**src/rtl/video_capture_writer.sv**
```systemverilog
// video_capture_writer
// Crops a DE-framed 24-bit RGB stream to a fixed source_h x source_v window
// and pushes the window pixels into the frame-buffer write FIFO. Each vsync
// active edge starts a new capture and pulses wr_load so the frame-buffer
// controller can rewind its write address. A full FIFO aborts the rest of
// the frame instead of writing a torn image.
module video_capture_writer #(
    parameter int source_h        = 800,
    parameter int source_v        = 480,
    parameter int crop_x          = 0,
    parameter int crop_y          = 0,
    parameter int video_vsync_pol = 1
) (
    input  logic        pixel_clock,
    input  logic        reset,
    input  logic        video_vsync,
    input  logic        video_den,
    input  logic [23:0] video_pixel,
    output logic        wr_load,
    output logic        wr_clk,
    output logic        wrfifo_wren,
    output logic [31:0] wrfifo_din,
    input  logic        wrfifo_full,
    output logic        frame_done,
    output logic        overflow,
    output logic [15:0] frame_count
);

    // Window bounds as 16-bit constants. Positions are compared as signed
    // offsets from the window origin, so a zero crop needs no special case.
    localparam logic [15:0] X_LO    = 16'(crop_x);
    localparam logic [15:0] Y_LO    = 16'(crop_y);
    localparam logic [15:0] WIN_H   = 16'(source_h);
    localparam logic [15:0] WIN_V   = 16'(source_v);
    localparam logic [15:0] LAST_DX = 16'(source_h - 1);
    localparam logic [15:0] LAST_DY = 16'(source_v - 1);

    typedef enum logic [1:0] {
        WAIT_VS,
        CAPTURE,
        DROP,
        DONE
    } state_t;

    state_t      state;
    state_t      state_next;

    logic        vs_act;
    logic        vs_act_p1;
    logic        vs_edge;
    logic        den_p1;
    logic        den_fall;
    logic [13:0] x;
    logic [13:0] y;
    logic [15:0] dx;
    logic [15:0] dy;
    logic        in_win;
    logic        last_px;
    logic        want;
    logic        do_write;
    logic        do_drop;

    // The FIFO write port lives in the pixel clock domain.
    assign wr_clk   = pixel_clock;

    // Normalise vsync so that 1 always means "sync active".
    assign vs_act   = (video_vsync_pol != 0) ? video_vsync : ~video_vsync;
    assign vs_edge  = vs_act & ~vs_act_p1;
    assign den_fall = den_p1 & ~video_den;

    // Offset of the current pixel from the window origin; bit 15 set means
    // the pixel lies before the origin.
    assign dx       = {2'b00, x} - X_LO;
    assign dy       = {2'b00, y} - Y_LO;
    assign in_win   = video_den & ~dx[15] & (dx < WIN_H) & ~dy[15] & (dy < WIN_V);
    assign last_px  = in_win & (dx == LAST_DX) & (dy == LAST_DY);

    // Only a frame that started with a seen vsync edge is ever written.
    assign want     = (state == CAPTURE) & in_win;
    assign do_write = want & ~wrfifo_full;
    assign do_drop  = want & wrfifo_full;

    // State register.
    always_ff @(posedge pixel_clock) begin
        if (reset) begin
            state <= WAIT_VS;
        end else begin
            state <= state_next;
        end
    end

    // Next-state logic: every vsync edge (re)starts a capture; a drop or the
    // final window pixel parks the FSM until the next vsync edge.
    always_comb begin
        state_next = state;
        case (state)
            WAIT_VS: begin
                if (vs_edge) begin
                    state_next = CAPTURE;
                end
            end
            CAPTURE: begin
                if (vs_edge) begin
                    state_next = CAPTURE;
                end else if (do_drop) begin
                    state_next = DROP;
                end else if (do_write && last_px) begin
                    state_next = DONE;
                end
            end
            DROP, DONE: begin
                if (vs_edge) begin
                    state_next = CAPTURE;
                end
            end
            default: begin
                state_next = WAIT_VS;
            end
        endcase
    end

    // Sync edge detectors and the raster position of the incoming pixel.
    always_ff @(posedge pixel_clock) begin
        if (reset) begin
            vs_act_p1 <= 1'b0;
            den_p1    <= 1'b0;
            x         <= '0;
            y         <= '0;
        end else begin
            vs_act_p1 <= vs_act;
            den_p1    <= video_den;
            if (vs_edge) begin
                x <= '0;
                y <= '0;
            end else begin
                if (video_den) begin
                    x <= x + 14'd1;
                end else if (den_fall) begin
                    x <= '0;
                end
                if (den_fall) begin
                    y <= y + 14'd1;
                end
            end
        end
    end

    // Output register stage: FIFO write, frame markers and status flags all
    // appear one cycle after the pixel that caused them.
    always_ff @(posedge pixel_clock) begin
        if (reset) begin
            wr_load     <= 1'b0;
            wrfifo_wren <= 1'b0;
            wrfifo_din  <= '0;
            frame_done  <= 1'b0;
            overflow    <= 1'b0;
            frame_count <= '0;
        end else begin
            wr_load     <= vs_edge;
            wrfifo_wren <= do_write;
            frame_done  <= do_write & last_px;
            if (do_write) begin
                wrfifo_din <= {video_pixel, 8'h00};
            end
            if (do_write && last_px) begin
                frame_count <= frame_count + 16'd1;
            end
            // A drop in the same cycle as a vsync edge must stay visible.
            if (do_drop) begin
                overflow <= 1'b1;
            end else if (vs_edge) begin
                overflow <= 1'b0;
            end
        end
    end

endmodule

```
**config.mk**
```make
export PLATFORM = sky130hd
export DESIGN_NAME = video_capture_writer
export DESIGN_NICKNAME = d
export VERILOG_FILES = /design/src/rtl/video_capture_writer.sv
export SDC_FILE = /design/constraint.sdc
export NUM_CORES = 1
export LEC_CHECK = 0
export CORE_ASPECT_RATIO = 2
export CORE_MARGIN = 2
export CORE_UTILIZATION = 28
export DETAILED_ROUTE_END_ITERATION = 10
export PLACE_DENSITY = 0.48
export SLEW_MARGIN = 20
export SYNTH_ARGS = -nofsm -noshare
export SYNTH_HDL_FRONTEND = slang
export SYNTH_SLANG_ARGS = --single-unit
export TNS_END_PERCENT = 30
```
**constraint.sdc**
```tcl
create_clock -name pixel_clock -period 2.6 [get_ports pixel_clock]
set_input_delay 0.52 -clock pixel_clock [delete_from_list [all_inputs] [get_ports pixel_clock]]
set_output_delay 0.52 -clock pixel_clock [all_outputs]
set_load 0.02 [all_outputs]
```
==> metrics.csv, run 1 <==
stage,metric,value,unit
outcome,status,completed,
floorplanning,die area,0.0126,mm^2
sta,Tcrit/Tclk final,91.6,%
yosys,post-synthesis mux area share,2.65,%
yosys,sequential area share after synthesis,46.7,%
flow_run,Max Cap Viol,0,
finish,Reg area,0.00152,mm^2
yosys,Synth warnings,0,
power_and_ir_drop,PwrDens,643,mW/mm^2
sta,Max-slew headroom,66.6,%
floorplanning,die width,80.3,um
floorplanning,num rows,55,
clock_tree,CTS tree,yes,
drt,Vias/cell,4.79,
sta,Max Freq,0.420,GHz
power_and_ir_drop,Pleak,1.57,nW
clock_tree,Skew-Pair Late Insertion Delay,430,ps
critical_path,critical path class,reg -> reg,
critical_path,Levels on crit path,6,
sta,Worst-Margin Slew,497,ps
power_and_ir_drop,power consumption,2.94,mW
yosys,area share of fa/ha/maj cells after synthesis,1.15,%
sta,Final Hold Fails,0,
place,Area after DPL,0.00418,mm^2
sta,Setup Skew,5.50,ps
place,GP Congestion,0.788,
critical_path,CP Cell Sequence,or4_4 > nor4_1 > nand4_2 > buf_12 > or3_1 > a21oi_1,
drt,first drt pass iteration count,4,
yosys,simple-gate share of the synthesized area,28.4,%
critical_path,CP top delay family,simple AND/OR/NAND/NOR gates,
global_routing,first-pass GRT wire length,13700,um
critical_path,max incr delay on CP,540,ps
floorplanning,I/O pins,82,
critical_path,crit path max fanout,16,
yosys,post-synthesis compound-gate area fraction,11.4,%
finish,area of the multi-input gates,0.00158,mm^2
sta,fin crit period,2380,ps
global_routing,vias in the first global route,2894,
global_routing,initial antenna violation count,0,
sta,max-slew violation count,0,
place,half-perimeter wire length after placement,6320,um
sta,Final setup viols,0,
drt,Remaining DRCs,0,
yosys,Synth Cell Area,0.00326,mm^2
drt,wire length per cell,14.0,um
drt,Via Count,2972,
critical_path,Startpoint Class,flop,
critical_path,FF-to-FF path depth,6,
clock_tree,"Hold-fix buffers, CTS",0,
drt,Routed WL,8690,um
floorplanning,Die H,157,um
yosys,Yosys cell types,39,
worst_hold_path,Min-Delay Path Depth,1,
finish,diode count,0,
floorplanning,core outline area,0.0114,mm^2
critical_path,CP max-delay cell,or4_4,
finish,# fillers,1138,
finish,share of layout cells above drive strength 1,9.21,%
critical_path,Worst setup EP type,flop,
global_routing,largest net degree at the start of global routing,30,
power_and_ir_drop,worst vdd ir,0.000279,V
critical_path,critical path arrival,2750,ps
critical_path,"Req. time, crit path",2960,ps
global_routing,All-Layer GR Usage,14.3,%
floorplanning,Initial Utilization,28.7,%
finish,synth-to-layout area growth,40.1,%
yosys,average size of a mapped cell,8.30,um^2
global_routing,total grt overflow,0,
yosys,Cells after Synth,393,
yosys,post-synthesis register bit count,76,
critical_path,crit path buf inv count,1,
place,IO buf count,73,
finish,"Design Area, Final",0.00457,mm^2
yosys,post-synthesis xor/xnor area fraction,4.03,%
yosys,combinational family with the most area after synthesis,simple AND/OR/NAND/NOR gates,
worst_hold_path,worst min-delay path category,reg -> reg,
drt,DRT iter0 DRCs,81,
sta,RSZ-0062 raised after global routing,false,
drt,antenna violation net count after detailed routing,0,
clock_tree,clock-pin slew of the registers on the worst-case setup and hold paths,60,ps
finish,Layout Nets,506,
==> through the flow <==
stage	hold WS, ps	std cells	TNS, ps	setup WS (ps)	utilization [%]
after global routing	436	620	0	62.6	40.2
after CTS	409	620	0	175	40.2
after global placement	390	602	0	3.18	36.8
after floorplan	383	400	0	514	-
after detailed placement	400	602	-436	-67.9	36.8
final	407	620	0	218	40.2
==> registers in the layout (all words and copies together) (netlist names), 2 cells and up <==
register / count
wrfifo_din: 24
y: 14
frame_count: 16
x: 14
state: 2
==> cells in the mapped netlist <==
master / instances / area [um^2]
dfxtp_1: 76 / 1520
nand2_1: 70 / 263
a21oi_1: 46 / 230
nor2_1: 28 / 105
nand3_1: 19 / 95.1
or3_1: 17 / 106
o21ai_0: 13 / 65.1
clkbuf_1: 12 / 45.0
nand4_1: 10 / 62.6
and3_1: 9 / 56.3
buf_4: 9 / 67.6
xor2_1: 8 / 70.1
inv_1: 7 / 26.3
nor3_1: 7 / 35.0
xnor2_1: 7 / 61.3
nor2b_1: 6 / 37.5
buf_2: 5 / 25.0
mux2_2: 5 / 56.3
and4_1: 3 / 26.3
ha_1: 3 / 37.5
mux2i_1: 3 / 30.0
nand2b_1: 3 / 18.8
nor4_1: 3 / 18.8
or4_1: 3 / 22.5
a31oi_1: 2 / 12.5
and2_1: 2 / 12.5
buf_1: 2 / 7.51
nor3b_1: 2 / 15.0
o211ai_1: 2 / 15.0
o31ai_1: 2 / 15.0
a211oi_1: 1 / 7.51
a311oi_4: 1 / 26.3
and3b_1: 1 / 8.76
and4bb_2: 1 / 12.5
buf_6: 1 / 11.3
conb_1: 1 / 3.75
nand4_2: 1 / 12.5
or2_2: 1 / 6.26
or4_4: 1 / 11.3
==> logic make-up after synthesis <==
logic type | after synthesis
xor gates and xnor gates | 15
DFF | 76
and+or+nand+nor | 187
adders and majority gates | 3
AOI/OAI and AO/OA | 67
muxes | 8
other | 1
buffers and inverters | 36
==> power breakdown <==
group | switching [mW] | total, mW | internal [mW] | leakage, nW
logic | 0.0850 | 0.162 | 0.0768 | 0.756
registers | 0.00896 | 1.19 | 1.18 | 0.614
clock network | 0.516 | 1.59 | 1.07 | 0.198
==> final timing paths <==
| path | startpoint | to | slack, ps |
|---|---|---|---|
| hold reg to reg | vs_act_p1 | wr_load | 410 |
| hold / removal | vs_act_p1 | wr_load | 410 |
| setup reg to reg | y[10] | frame_count[7] | 220 |
| setup / recovery | y[10] | frame_count[7] | 220 |
==> timing repair <==
item / 4_1_cts / 5_1_grt
resized for setup: 1 / 0
setup buffers: 0 / 0
setup endpoints to repair: 1 / 0
==> cell usage in the layout, fill, tap and decap left out, types with 2 or more instances in the layout <==
cell type / count
mux2_2: 5
o21ai_0: 13
mux2i_1: 3
or4_1: 3
nor4_1: 3
inv_1: 7
nor3_1: 7
o31ai_1: 2
conb_1: 8
and4_1: 3
xor2_1: 8
a21oi_1: 46
nand3_1: 19
and2_1: 2
nor2b_1: 6
clkbuf_16: 12
bufinv_16: 2
o211ai_1: 2
clkdlybuf4s50_1: 71
nor3b_1: 2
and3_1: 9
xnor2_1: 7
or3_1: 17
buf_12: 2
buf_4: 14
ha_1: 3
nor2_1: 28
nand2b_1: 3
nand4_1: 10
dfxtp_1: 76
a31oi_1: 2
nand2_1: 70
==> final cells by class <==
cell class                      instances  area share (%)
Sequential cell                        76            33.3
Clock buffer                           15            7.15
Clock inverter                          4            1.62
Tap cell                              142            3.89
Multi-Input combinational cell        288            34.6
Timing Repair Buffer                   88            18.8
Inverter                                7           0.575
==> routing by layer <==
metal | track usage [%] | wire [um] | vias to the layer above
met5 | 0 | 0 | -
met2 | 27.5 | 4860 | 68
met1 | 13.6 | 3300 | 1396
met3 | 2.83 | 303 | 13
met4 | 7.83 | 223 | 0
li1 | - | - | 1495
Power figures use the tool's default switching activity.
==> run 2, diff against run 1 <==
--- a/config.mk
+++ b/config.mk
@@ -5,12 +5,13 @@
 export SDC_FILE = /design/constraint.sdc
 export NUM_CORES = 1
 export LEC_CHECK = 0
+export ABC_AREA = 1
 export CORE_ASPECT_RATIO = 2
 export CORE_MARGIN = 2
 export CORE_UTILIZATION = 28
 export DETAILED_ROUTE_END_ITERATION = 10
-export PLACE_DENSITY = 0.48
-export SLEW_MARGIN = 20
+export PLACE_DENSITY = 0.47
+export SLEW_MARGIN = 15
 export SYNTH_ARGS = -nofsm -noshare
 export SYNTH_HDL_FRONTEND = slang
 export SYNTH_SLANG_ARGS = --single-unit
==> constraint.sdc (replaced) <==
create_clock -name pixel_clock -period 2.7 [get_ports pixel_clock]
set_input_delay 0.54 -clock pixel_clock [delete_from_list [all_inputs] [get_ports pixel_clock]]
set_output_delay 0.54 -clock pixel_clock [all_outputs]
set_load 0.02 [all_outputs]
==> run 2 against run 1 <==
Area after synthesis up 7.7%; critical path depth is 3 lower; core utilization shrank 1.2 points; flip-flop and latch count unchanged; synthesized cell count rose by 28%; largest power group unchanged.
==> metrics.csv, run 2 <==
stage,metric,value,unit,change
drt,antenna violation net count after detailed routing,0,,unchanged
drt,DRT iter0 DRCs,142,,was 81
drt,Vias/cell,4.48,,was 4.79
finish,max reg flops,24,,unchanged
sta,Setup Skew,8.76,ps,was 5.50 ps
critical_path,Startpoint Class,clock port,,was flop
floorplanning,Die H,162,um,was 157 um
flow_run,Max Cap Viol,0,,unchanged
yosys,Commonest cells post-synth,"nor2_1, dfxtp_1, nand2_1, inv_1, nand3_1",,"was dfxtp_1, nand2_1, a21oi_1, nor2_1, nand3_1"
finish,# fillers,1274,,"was 1,138"
global_routing,first-pass GRT wire length,15400,um,"was 13,700 um"
finish,Reg with most FFs,wrfifo_din,,unchanged
yosys,Yosys top cell area share,43.3,%,was 46.7%
yosys,sequential area share after synthesis,43.3,%,was 46.7%
finish,Layout Nets,615,,was 506
floorplanning,num rows,57,,was 55
floorplanning,core outline area,0.0122,mm^2,was 0.0114 mm^2
finish,"commonest non-fill, non-tap cell in the layout",nor2_1,,was dfxtp_1
power_and_ir_drop,Pleak,1.96,nW,was 1.57 nW
sta,Final TNS setup,0,ps,unchanged
critical_path,reg2reg start,frame_count[0],,was y[10]
floorplanning,Initial Utilization,28.8,%,was 28.7%
sta,RSZ-0062 raised after global routing,false,,unchanged
clock_tree,"Hold-fix buffers, CTS",0,,unchanged
worst_hold_path,worst min-delay path category,reg -> reg,,unchanged
finish,fin util,39.1,%,was 40.2%
place,GP Congestion,0.778,,was 0.788
global_routing,vias in the first global route,3176,,"was 2,894"
yosys,cell taking the most area after synthesis,dfxtp_1,,unchanged
finish,Top Registers,"wrfifo_din: 24 flops, frame_count: 16 flops",,unchanged
yosys,"Async S/R FF share, synth",0,%,unchanged
floorplanning,I/O pins,82,,unchanged
clock_tree,CTS tree,yes,,unchanged
critical_path,critical path arrival,2120,ps,was 2750 ps
drt,Routed WL,9640,um,was 8690 um
clock_tree,CTS resizes,0,,was 1
critical_path,R2R setup slack,830,ps,was 220 ps
yosys,Yosys cell types,38,,was 39
yosys,Synth Flop Type,dfxtp_1,,unchanged
drt,Via Count,3294,,"was 2,972"
finish,synth-to-layout area growth,35.7,%,was 40.1%
yosys,most frequent cell after synthesis,nor2_1,,was dfxtp_1
yosys,average size of a mapped cell,6.98,um^2,was 8.30 um^2
power_and_ir_drop,worst vdd ir,0.000320,V,was 0.000279 V
critical_path,"Req. time, crit path",2160,ps,was 2960 ps
worst_hold_path,hold_sp,state[0],,was vs_act_p1
critical_path,Worst setup EP type,primary output,,was flop
drt,wire length per cell,13.1,um,was 14.0 um
place,half-perimeter wire length after placement,7460,um,was 6320 um
power_and_ir_drop,power consumption,2.83,mW,was 2.94 mW
yosys,Synth Cell Area,0.00351,mm^2,was 0.00326 mm^2
finish,"commonest cells after routing, fill and taps aside","nor2_1, dfxtp_1, nand2_1, clkdlybuf4s50_1, inv_1",,"was dfxtp_1, clkdlybuf4s50_1, nand2_1, a21oi_1, nor2_1"
sta,Worst-Margin Slew,564,ps,was 497 ps
global_routing,largest net degree at the start of global routing,30,,unchanged
clock_tree,setup bufs post-CTS,0,,unchanged
sta,Max-slew headroom,62.0,%,was 66.6%
finish,share of layout cells above drive strength 1,9.01,%,was 9.21%
yosys,Post-synth EDFFs,0,,unchanged
critical_path,critical path class,clk -> out,,was reg -> reg
critical_path,FF-to-FF path depth,9,,was 6
clock_tree,clock-pin slew of the registers on the worst-case setup and hold paths,60,ps,about the same
sta,max-slew violation count,0,,unchanged
critical_path,crit path max fanout,2,,was 16
place,IO buf count,73,,unchanged
sta,Final Hold Fails,0,,unchanged
finish,diode count,0,,unchanged
critical_path,RR Endpoint,frame_count[12],,was frame_count[7]
global_routing,total grt overflow,0,,unchanged
place,pre-CTS setup slack,140,ps,was -67.9 ps
sta,PnR worst setup slack,42.8,ps,was 218 ps
sta,Worst Hold Margin,464,ps,was 407 ps
outcome,status,completed,,unchanged
yosys,post-synthesis register bit count,76,,unchanged
worst_hold_path,Min-Delay Path Depth,2,,was 1
yosys,Synth warnings,0,,unchanged
floorplanning,die width,83.2,um,was 80.3 um
clock_tree,Skew-Pair Late Insertion Delay,450,ps,was 430 ps
sta,Final setup viols,0,,unchanged
worst_hold_path,hold-critical path endpoint,state[0],,was wr_load
floorplanning,die area,0.0135,mm^2,was 0.0126 mm^2
global_routing,All-Layer GR Usage,14.7,%,was 14.3%
yosys,Cells after Synth,503,,was 393
global_routing,initial antenna violation count,0,,unchanged
power_and_ir_drop,PwrDens,593,mW/mm^2,was 643 mW/mm^2
drt,first drt pass iteration count,4,,unchanged
yosys,most area-consuming cells after synthesis,"dfxtp_1, nor2_1, nand2_1",,"was dfxtp_1, nand2_1, a21oi_1"
drt,Remaining DRCs,0,,unchanged
-- run 2: cell count changes after synthesis, sizes merged, moves of 9 or more --
| cell | change |
|---|---|
| a21oi | -20 |
| inv | +56 |
| nand2 | +9 |
| nand3 | +15 |
| nor2 | +91 |
| o21ai | +26 |
| or3 | -17 |
-- run 2: worst max-delay path: stages --
cell	delay [ps]
clkbuf_16	120
clkbuf_16	120
clkdlybuf4s50_1	520
-- run 2: cell families (layout without fill, tap and decap cells) --
| family | count (synthesis) | after routing | synth area share, % |
|---|---|---|---|
| adders and majority gates | 3 | 3 | 1.07 |
| AOI/OAI and AO/OA | 76 | 76 | 11.6 |
| DFF | 76 | 76 | 43.3 |
| xor gates and xnor gates | 1 | 1 | 0.249 |
| other | 1 | 8 | 0.107 |
| buffers and inverters | 88 | 166 | 11.3 |
| and+or+nand+nor | 258 | 258 | 32.3 |
-- run 2: area by class of cell --
class | count | area, um^2 | area share (%)
multi-input cells | 346 | 1620 | 34.0
clock inverters | 6 | 65.1 | 1.37
repair buffers | 81 | 813 | 17.1
well taps | 147 | 184 | 3.86
flip-flops and latches | 76 | 1520 | 31.9
inverters | 65 | 246 | 5.17
clock buffers | 14 | 314 | 6.59
-- run 2: per-stage QoR --
step,cells,area (um^2)
2_1_floorplan,510,3540
5_1_grt,735,4770
3_5_place_dp,716,4400
3_3_place_gp,716,4400
6_report,735,4770
4_1_cts,735,4770
-- run 2: power breakdown --
part	switching (mW)	internal, mW	total [mW]
Combinational	0.116	0.0954	0.211
Sequential	0.0115	1.14	1.16
Clock	0.529	0.929	1.46
Total	0.656	2.17	2.83
-- run 2: worst max path at each step --
stage / startpoint / endpoint / slack, ps
CTS: pixel_clock / wr_clk / 30
floorplan: pixel_clock / wr_clk / 680
detailed placement: video_den / y[11] / 140
finish: pixel_clock / wr_clk / 40
global route: pixel_clock / wr_clk / 30
global placement: video_den / y[11] / 150
-- run 2: routing by layer --
layer | track usage (%) | vias to the layer above | part of all wire, %
met2 | 29.4 | 51 | 59
met5 | 0 | - | 0
met3 | 3.70 | 14 | 3.0
met1 | 13.5 | 1477 | 36
met4 | 6.93 | 0 | 2.2
li1 | - | 1752 | -
==> run 3, diff against run 2 <==
--- a/config.mk
+++ b/config.mk
@@ -5,12 +5,13 @@
 export SDC_FILE = /design/constraint.sdc
 export NUM_CORES = 1
 export LEC_CHECK = 0
-export ABC_AREA = 1
+export ABC_AREA = 0
+export ABC_CLOCK_PERIOD_IN_PS = 2700
 export CORE_ASPECT_RATIO = 2
 export CORE_MARGIN = 2
 export CORE_UTILIZATION = 28
 export DETAILED_ROUTE_END_ITERATION = 10
-export PLACE_DENSITY = 0.47
+export PLACE_DENSITY_LB_ADDON = 0.12
 export SLEW_MARGIN = 15
 export SYNTH_ARGS = -nofsm -noshare
 export SYNTH_HDL_FRONTEND = slang
==> run 3 against run 2 <==
Non-clock buffer count grew 3; power shrank 6.4%; critical path depth did not move; routed wire length is 11% lower; hold slack got worse by 75 ps; setup slack about the same; flip-flop and latch count unchanged; via count decreased by 10%; combinational power fell by 27%; sequential share of layout area is 2.1 points higher; core utilization increased by 0.34 points; global-route usage decreased by 0.19 points.
==> metrics.csv, run 3 (synthesis gave the netlist of run 1 again) <==
stage,metric,value,unit,change
global_routing,initial antenna violation count,0,,unchanged
global_routing,first-pass GRT wire length,13900,um,"was 15,400 um"
sta,PnR worst setup slack,42.4,ps,was 42.8 ps
floorplanning,core outline area,0.0114,mm^2,was 0.0122 mm^2
worst_hold_path,Min-Delay Path Depth,2,,unchanged
sta,Final setup viols,0,,unchanged
critical_path,CP Cell Sequence,clkbuf_16 > clkbuf_16 > clkdlybuf4s50_1,,unchanged
global_routing,All-Layer GR Usage,14.5,%,was 14.7%
drt,top layer in use,met4,,unchanged
floorplanning,Die H,157,um,was 162 um
place,IO buf count,73,,unchanged
floorplanning,I/O pins,82,,unchanged
sta,Final TNS setup,0,ps,unchanged
clock_tree,clock-pin slew of the registers on the worst-case setup and hold paths,60,ps,about the same
finish,Layout Nets,502,,was 615
sta,max-slew violation count,0,,unchanged
finish,diode count,0,,unchanged
place,GP Congestion,0.778,,about the same
critical_path,reg2reg start,y[9],,was frame_count[0]
critical_path,crit path buf inv count,3,,unchanged
drt,wire length per cell,13.9,um,was 13.1 um
finish,"Design Area, Final",0.00448,mm^2,was 0.00477 mm^2
floorplanning,die area,0.0126,mm^2,was 0.0135 mm^2
critical_path,RR Endpoint,frame_count[13],,was frame_count[12]
power_and_ir_drop,Pleak,1.52,nW,was 1.96 nW
drt,Vias/cell,4.80,,was 4.48
place,Area after DPL,0.00414,mm^2,was 0.00440 mm^2
critical_path,FF-to-FF path depth,6,,was 9
clock_tree,CTS resizes,0,,unchanged
place,half-perimeter wire length after placement,6250,um,was 7460 um
floorplanning,Initial Utilization,28.7,%,was 28.8%
drt,Remaining DRCs,0,,unchanged
drt,DRT iter0 DRCs,77,,was 142
finish,"commonest cells after routing, fill and taps aside","dfxtp_1, clkdlybuf4s50_1, nand2_1, a21oi_1, nor2_1",,"was nor2_1, dfxtp_1, nand2_1, clkdlybuf4s50_1, inv_1"
critical_path,CP top delay family,buffers and inverters,,unchanged
finish,Top Registers,"wrfifo_din: 24 flops, frame_count: 16 flops",,unchanged
drt,antenna violation net count after detailed routing,0,,unchanged
sta,Max-slew headroom,63.4,%,was 62.0%
worst_hold_path,hold-critical path endpoint,wrfifo_din[29],,was state[0]
critical_path,R2R setup slack,350,ps,was 830 ps
finish,"non-filler cells, final",617,,was 735
critical_path,critical path arrival,2120,ps,about the same
critical_path,critical path class,clk -> out,,unchanged
sta,RSZ-0062 raised after global routing,false,,unchanged
flow_run,Max Cap Viol,0,,unchanged
finish,area of the multi-input gates,0.00158,mm^2,was 0.00162 mm^2
drt,Via Count,2963,,"was 3,294"
critical_path,"Req. time, crit path",2160,ps,about the same
finish,# fillers,1176,,"was 1,274"
critical_path,crit path max fanout,2,,unchanged
critical_path,max incr delay on CP,520,ps,about the same
drt,wire length on met1,3290,um,was 3490 um
clock_tree,"Hold-fix buffers, CTS",0,,unchanged
finish,"commonest non-fill, non-tap cell in the layout",dfxtp_1,,was nor2_1
power_and_ir_drop,PwrDens,591,mW/mm^2,was 593 mW/mm^2
outcome,status,completed,,unchanged
drt,Routed WL,8580,um,was 9640 um
global_routing,vias in the first global route,2842,,"was 3,176"
sta,Worst-Margin Slew,545,ps,was 564 ps
place,pre-CTS setup slack,196,ps,was 140 ps
global_routing,largest net degree at the start of global routing,39,,was 30
sta,Final Hold Fails,0,,unchanged
worst_hold_path,hold_sp,reset,,was state[0]
finish,share of layout cells above drive strength 1,8.00,%,was 9.01%
finish,Reg area,0.00152,mm^2,unchanged
critical_path,Critical Path Most Common Cell,clkbuf_16,,unchanged
finish,Reg with most FFs,wrfifo_din,,unchanged
critical_path,CP max-delay cell,clkdlybuf4s50_1,,unchanged
sta,Setup Skew,4.10,ps,was 8.76 ps
finish,synth-to-layout area growth,37.3,%,was 35.7%
worst_hold_path,worst min-delay path category,in -> reg,,was reg -> reg
global_routing,total grt overflow,0,,unchanged
floorplanning,num rows,55,,was 57
drt,met3 wire length,321,um,was 285 um
finish,max reg flops,24,,unchanged
clock_tree,setup bufs post-CTS,0,,unchanged
place,Placed Cells incl. Taps,598,,was 716
floorplanning,die width,80.3,um,was 83.2 um
drt,first drt pass iteration count,6,,was 4
critical_path,Startpoint Class,clock port,,unchanged
drt,met2 wire length,4760,um,was 5650 um
clock_tree,Skew-Pair Late Insertion Delay,440,ps,was 450 ps
critical_path,Worst setup EP type,primary output,,unchanged
clock_tree,CTS tree,yes,,unchanged
power_and_ir_drop,worst vdd ir,0.000293,V,was 0.000320 V
-- run 3: cell count changes in the layout (fill, tap and decap cells not counted), sizes merged, moves of 9 or more --
cell,delta
nand3,-15
or3,+17
nor2,-91
a21oi,+20
nand2,-9
inv,-56
o21ai,-26
-- run 3: per-layer routing --
metal	up-vias	GRT usage [%]
li1	1497	-
met1	1387	15.1
met2	66	26.1
met3	13	3.98
met4	0	7.10
met5	-	0
-- run 3: worst max path at each step --
stage | cells past startpoint | end | from
floorplan | 6 | frame_count[10] | y[9]
global placement | 7 | frame_count[13] | wrfifo_full
detailed placement | 7 | y[8] | video_den
CTS | 3 | wr_clk | pixel_clock
global route | 3 | wr_clk | pixel_clock
finish | 3 | wr_clk | pixel_clock
-- run 3: metrics by stage --
stage	utilization, %	hold WS [ps]	power, mW
floorplan	-	383	1.30
global placement	36.4	399	1.38
detailed placement	36.4	398	1.38
CTS	39.4	387	2.70
global route	39.4	398	2.77
finish	39.4	389	2.65
-- run 3: layout make-up --
class,instances,share of cell area [%]
well taps,142,3.97
clock inverters,2,0.224
flip-flops and latches,76,34.0
inverters,7,0.587
clock buffers,18,7.58
repair buffers,84,18.3
multi-input cells,288,35.4
-- run 3: report_power, final --
| group | total, mW | switching, mW | internal (mW) |
|---|---|---|---|
| Sequential | 1.15 | 0.00862 | 1.14 |
| Combinational | 0.155 | 0.0813 | 0.0737 |
| Clock | 1.34 | 0.486 | 0.859 |
-- run 3: worst register-to-register path, delay by kind of cell (launching register included) --
| kind | cells | cell delay [ps] |
|---|---|---|
| simple gates | 3 | 1210 |
| compound gates | 2 | 530 |
| flops | 1 | 350 |
| buf+inv | 1 | 200 |
